===== src/rtl/shift_seq_pkg.sv =====
// Shared types for the shift sequencer: unit mode encoding, FSM states and
// the step-count width derivation.
package shift_seq_pkg;

  typedef enum logic [2:0] {
    OP_HOLD   = 3'd0,
    OP_LOAD   = 3'd1,
    OP_SHR_SI = 3'd2,
    OP_SHL_SI = 3'd3,
    OP_ROR    = 3'd4,
    OP_ROL    = 3'd5,
    OP_ASR    = 3'd6,
    OP_SHL_Z  = 3'd7
  } op_e;

  typedef enum logic [2:0] {
    ST_CLR  = 3'd0,
    ST_IDLE = 3'd1,
    ST_LOAD = 3'd2,
    ST_STEP = 3'd3,
    ST_RESP = 3'd4
  } state_e;

  // One extra bit so a count of N (full rotation) is representable.
  function automatic int cw_of(input int n);
    return $clog2(n) + 1;
  endfunction

  localparam int N_DEFAULT  = 8;
  localparam int CW_DEFAULT = cw_of(N_DEFAULT);

endpackage


===== src/rtl/seq_step_counter.sv =====
// Loadable down-counter for the step phase; flags zero and the final step.
module seq_step_counter #(
  parameter int CW = 4
) (
  input  logic          clk,
  input  logic          rst_n,
  input  logic          load_i,
  input  logic [CW-1:0] load_val_i,
  input  logic          dec_i,
  output logic          zero_o,
  output logic          last_o
);

  logic [CW-1:0] cnt_q;

  always_ff @(posedge clk or negedge rst_n) begin
    if (!rst_n) begin
      cnt_q <= '0;
    end else if (load_i) begin
      cnt_q <= load_val_i;
    end else if (dec_i && !zero_o) begin
      cnt_q <= cnt_q - 1'b1;
    end
  end

  assign zero_o = (cnt_q == '0);
  assign last_o = (cnt_q == {{(CW-1){1'b0}}, 1'b1});

endmodule


===== src/rtl/shift_sequencer.sv =====
// Command-driven sequencer for the universal shift unit: load operand, apply
// one mode for a programmed number of cycles, return the register contents.
//
// state | meaning
// CLR   | unit held in clear, no handshakes
// IDLE  | waiting for a command
// LOAD  | unit loads the latched operand
// STEP  | unit applies the latched mode, one update per cycle
// RESP  | result presented, unit holds
module shift_sequencer
  import shift_seq_pkg::*;
#(
  parameter int N  = N_DEFAULT,
  parameter int CW = cw_of(N)
) (
  input  logic          clk,
  input  logic          rst_n,
  input  logic          cmd_valid,
  output logic          cmd_ready,
  input  logic [2:0]    cmd_op,
  input  logic [CW-1:0] cmd_count,
  input  logic [N-1:0]  cmd_data,
  input  logic          cmd_serial_in,
  output logic          rsp_valid,
  input  logic          rsp_ready,
  output logic [N-1:0]  rsp_data,
  output logic          busy,
  output logic [2:0]    fu_sel,
  output logic [N-1:0]  fu_data_in,
  output logic          fu_msb_in,
  output logic          fu_lsb_in,
  output logic          fu_rst,
  input  logic [N-1:0]  fu_data_out
);

  state_e        state_q, state_d;
  op_e           op_q;
  logic [N-1:0]  data_q;
  logic          serial_q;
  logic          accept;
  logic          cnt_dec;
  logic          cnt_zero;
  logic          cnt_last;
  logic [CW-1:0] cnt_load_val;
  op_e           sel;

  assign accept = (state_q == ST_IDLE) && cmd_valid;

  // A LOAD command never steps, whatever count came with it.
  assign cnt_load_val = (op_e'(cmd_op) == OP_LOAD) ? '0 : cmd_count;

  always_ff @(posedge clk or negedge rst_n) begin
    if (!rst_n) begin
      state_q  <= ST_CLR;
      op_q     <= OP_HOLD;
      data_q   <= '0;
      serial_q <= 1'b0;
    end else begin
      state_q <= state_d;
      if (accept) begin
        op_q     <= op_e'(cmd_op);
        data_q   <= cmd_data;
        serial_q <= cmd_serial_in;
      end
    end
  end

  seq_step_counter #(.CW(CW)) u_step_counter (
    .clk        (clk),
    .rst_n      (rst_n),
    .load_i     (accept),
    .load_val_i (cnt_load_val),
    .dec_i      (cnt_dec),
    .zero_o     (cnt_zero),
    .last_o     (cnt_last)
  );

  always_comb begin
    state_d   = state_q;
    cmd_ready = 1'b0;
    rsp_valid = 1'b0;
    fu_rst    = 1'b0;
    sel       = OP_HOLD;
    cnt_dec   = 1'b0;
    unique case (state_q)
      ST_CLR: begin
        fu_rst  = 1'b1;
        state_d = ST_IDLE;
      end
      ST_IDLE: begin
        cmd_ready = 1'b1;
        if (cmd_valid) state_d = ST_LOAD;
      end
      ST_LOAD: begin
        sel     = OP_LOAD;
        state_d = (cnt_zero || op_q == OP_LOAD) ? ST_RESP : ST_STEP;
      end
      ST_STEP: begin
        sel     = op_q;
        cnt_dec = 1'b1;
        if (cnt_last) state_d = ST_RESP;
      end
      ST_RESP: begin
        rsp_valid = 1'b1;
        if (rsp_ready) state_d = ST_IDLE;
      end
      default: begin
        state_d = ST_CLR;
      end
    endcase
  end

  assign fu_sel     = sel;
  assign fu_data_in = data_q;
  assign fu_msb_in  = serial_q;
  assign fu_lsb_in  = serial_q;
  assign rsp_data   = fu_data_out;
  assign busy       = (state_q != ST_IDLE);

endmodule


===== config.mk =====
export PLATFORM = sky130hd
export DESIGN_NAME = shift_sequencer
export DESIGN_NICKNAME = d
export VERILOG_FILES = /design/src/rtl/shift_seq_pkg.sv /design/src/rtl/seq_step_counter.sv /design/src/rtl/shift_sequencer.sv
export SDC_FILE = /design/constraint.sdc
export NUM_CORES = 1
export LEC_CHECK = 0
export ABC_CLOCK_PERIOD_IN_PS = 4050
export CORE_ASPECT_RATIO = 0.8
export CORE_MARGIN = 2
export CORE_UTILIZATION = 40
export CTS_CLUSTER_DIAMETER = 120
export DETAILED_ROUTE_END_ITERATION = 7
export GPL_TIMING_DRIVEN = 0
export HOLD_SLACK_MARGIN = 0.02
export PLACE_DENSITY = 0.83
export SLEW_MARGIN = 20
export SYNTH_ARGS = -nofsm -noshare
export SYNTH_HDL_FRONTEND = slang
export SYNTH_SLANG_ARGS = --single-unit

===== constraint.sdc =====
create_clock -name clk -period 4.05 [get_ports clk]
set_input_delay 0.81 -clock clk [delete_from_list [all_inputs] [get_ports clk]]
set_output_delay 0.81 -clock clk [all_outputs]
set_load 0.01 [all_outputs]

==> results.md <==
- Run status: finished, final reports clean
- Hold EP: fu_data_in[0]
- CTS Hold Bufs: 0
- Post-synth EDFFs: 0
- DRT iter0 DRCs: 28
- Worst-Margin Slew: between 800 and 900 ps
- Post-cts resize count: 0
- Worst skew pair latency: about 300 ps
- Initial antenna violation count: 0
- R2r startpoint: u_step_counter.cnt_q[0]
- All-Layer GR Usage: ~18%
- Synth cell types: 34
- PortBufs: 44
- Max-slew headroom: ~44%
- Reg-to-reg slack, setup: between 2000 and 2500 ps
- DIE WIDTH: roughly 62 µm
- Diode count: 0
- Hold path cells: 1
- Critical path arrival: 1960 ps
- Number of routed nets with antenna violations: 0
- Crit path kind: flop to output port
- DRC violations left: 0
- Unrepaired setup endpoints after global routing: false
- TritonCTS sink count: 19
- Core area: ~2500 µm²
- Final setup viols: 0
- Std cell rows: 16
- Post-DP HPWL: between 2 and 2.5 mm
- Chip Height: approximately 51 µm
- Fill cells: between 200 and 250
- Max Cap Viol: 0
- Placed cell count: ~180
- HP Class: flop to flop
- Critical Path RT: around 3200 ps
- Worst Setup Slack post-DPL: around 1600 ps
- Vias per inst: 5.02
- Final Power: ~1.1 mW
- Final cell count without fillers: around 180
- Final worst-path cycle share: slightly below 70%
- Worst setup SP type: flop
- Peak supply drop: between 0.0003 and 0.0004 V
- Sequential fraction of the synthesis area: a little over two fifths
- Synth Net Count: 130
- Vias in the first global route: between 800 and 900
- Cells after Synth: 99
- CP peak stage delay: around 550 ps
- Setup ws final: 1280 ps
- Global-route wire length before repair: about 4.3 mm
- Starting Density: 43.3%
- Max Root-Sink Buffers: 2
- Via count: 919
- Pwr/cell area: ~670 nW/µm²
- Ys flop type: dfrtp_1
- Layout cells sized above 1: a little under an eighth
- Routed length per instance: approximately 14 µm
- Hold Vio Cnt, Final: 0
- Die area: between 3000 and 4000 µm²
- Routed wire length: between 2 and 3 mm
- Ys Warns: 0
- Flops & latches, synth: 19
- Global route overflow: 0
- Clock root buffer: clkbuf_4
- Area growth syn-to-layout: 47.2%
- Final Skew: slightly above 0.9 ps
- Crit path cell chain: buf_2, and3b_1, and2_1, clkdlybuf4s50_1
- Cells on worst reg2reg path: 5
- Num CTS Buffers: 3
- Largest net degree at the start of global routing: 20
- RR Endpoint: state_q[0]
- Crit end category: output port
- Post-Syn Area: 1080 µm²
- Final Max Tran Viols: 0
- Slowest CP cell: clkdlybuf4s50_1
- Lkg Pwr: 0.672 nW
- Total iterations of the first detailed-routing run: 4
- Worst-path fanout max: 10
- Io pins: between 50 and 60
- Min-Delay Startpoint: fu_data_in[0]
- Synthesized area per cell: 11.0 µm²
- Placer congestion estimate: 0.841
- Worst-path clk slew: 100 ps
- Crit path time final: between 2000 and 3000 ps
- Setup_tns: 0 ps
- Achievable Freq: ~360 MHz
- CTS tree: done
- Ys async rst share: between 90% and 100%
- # nets final: roughly 180
- Postcts setup bufs: 0
- H-tree levels: 1
[synthesized netlist by cell type, types with 2 or more instances]
cell type	n	area, µm²
o21ai_0	2	10.0
nor3_1	2	10.0
o31ai_1	2	15.0
dfrtp_1	19	475
nor3b_1	3	22.5
a31oi_1	2	12.5
nor2_1	2	7.51
or3b_1	4	35.0
a21oi_1	5	25.0
buf_2	3	15.0
ha_1	3	37.5
and2_1	2	12.5
nand3_1	2	10.0
buf_4	9	67.6
or4_1	2	15.0
nand2b_1	3	18.8
inv_1	6	22.5
mux2_1	12	135
[layer usage]
| layer | share of wire [%] | GRT usage [%] |
|---|---|---|
| met4 | 0.67 | 7.78 |
| met2 | 51 | 30.4 |
| met3 | 4.9 | 5.38 |
| met1 | 43 | 21.4 |
| met5 | 0 | 0 |
[worst max path at each step]
| stage | slack [ps] | from | to |
|---|---|---|---|
| 3_5_place_dp | 1620 | state_q[0] | fu_sel[1] |
| 5_1_grt | 1200 | state_q[0] | fu_sel[2] |
| 2_1_floorplan | 2260 | state_q[0] | fu_sel[1] |
| 4_1_cts | 1270 | state_q[0] | fu_sel[1] |
| 6_report | 1280 | state_q[0] | fu_sel[1] |
| 3_3_place_gp | 1670 | state_q[0] | fu_sel[1] |
[per-stage QoR]
| step | area [µm²] | util (%) | hold slack [ps] |
|---|---|---|---|
| finish | 1600 | 63.8 | 502 |
| global route | 1600 | 63.8 | 540 |
| CTS | 1600 | 63.8 | 509 |
| detailed placement | 1570 | 62.7 | 484 |
| global placement | 1570 | 62.7 | 475 |
| floorplan | 1080 | - | 478 |
[registers in the layout (all words and copies together), names as in the netlist]
| register | flops |
|---|---|
| fu_data_in | 8 |
| u_step_counter.cnt_q | 4 |
| op_q | 3 |
| state_q | 3 |
| fu_lsb_in | 1 |
[cell usage in the layout, fill, tap and decap left out, types with 3 or more instances in the layout]
cell,n
or3b_1,4
clkdlybuf4s50_1,44
buf_2,3
nor3b_1,3
ha_1,3
inv_1,6
dfrtp_1,19
buf_4,9
nand2b_1,3
clkbuf_4,3
a21oi_1,5
mux2_1,12
[kinds of logic (layout without fill, tap and decap cells)]
| logic type | count (synthesis) | count (layout) | share of synthesized area, % |
|---|---|---|---|
| buffers and inverters | 20 | 68 | 11.1 |
| adders and majority gates | 3 | 3 | 3.46 |
| and+or+nand+nor | 26 | 26 | 17.5 |
| DFF | 19 | 19 | 43.8 |
| AOI/OAI and AO/OA | 18 | 18 | 10.7 |
| muxes | 13 | 13 | 13.4 |
[power breakdown]
group	internal (mW)	total, mW	leakage, nW	switching (mW)
Combinational	0.344	0.610	0.433	0.266
Sequential	0.287	0.370	0.224	0.0831
Clock	0.0384	0.0935	0.0150	0.0551
Total	0.669	1.07	0.672	0.405
[cell type report]
| class | instances | area [µm²] | area share [%] |
|---|---|---|---|
| Clock buffer | 4 | 26.3 | 1.65 |
| Sequential cell | 19 | 475 | 29.8 |
| Buffer | 13 | 93.8 | 5.88 |
| Inverter | 7 | 26.3 | 1.65 |
| Tap cell | 36 | 45.0 | 2.82 |
| Timing Repair Buffer | 44 | 440 | 27.6 |
| Multi-Input combinational cell | 60 | 489 | 30.6 |
[critical path, delay by kind of cell (launching register included)]
| kind | cells | cell delay, ps |
|---|---|---|
| buf+inv | 2 | 780 |
| flops | 1 | 450 |
| simple gates | 2 | 430 |
Power figures use the tool's default switching activity.
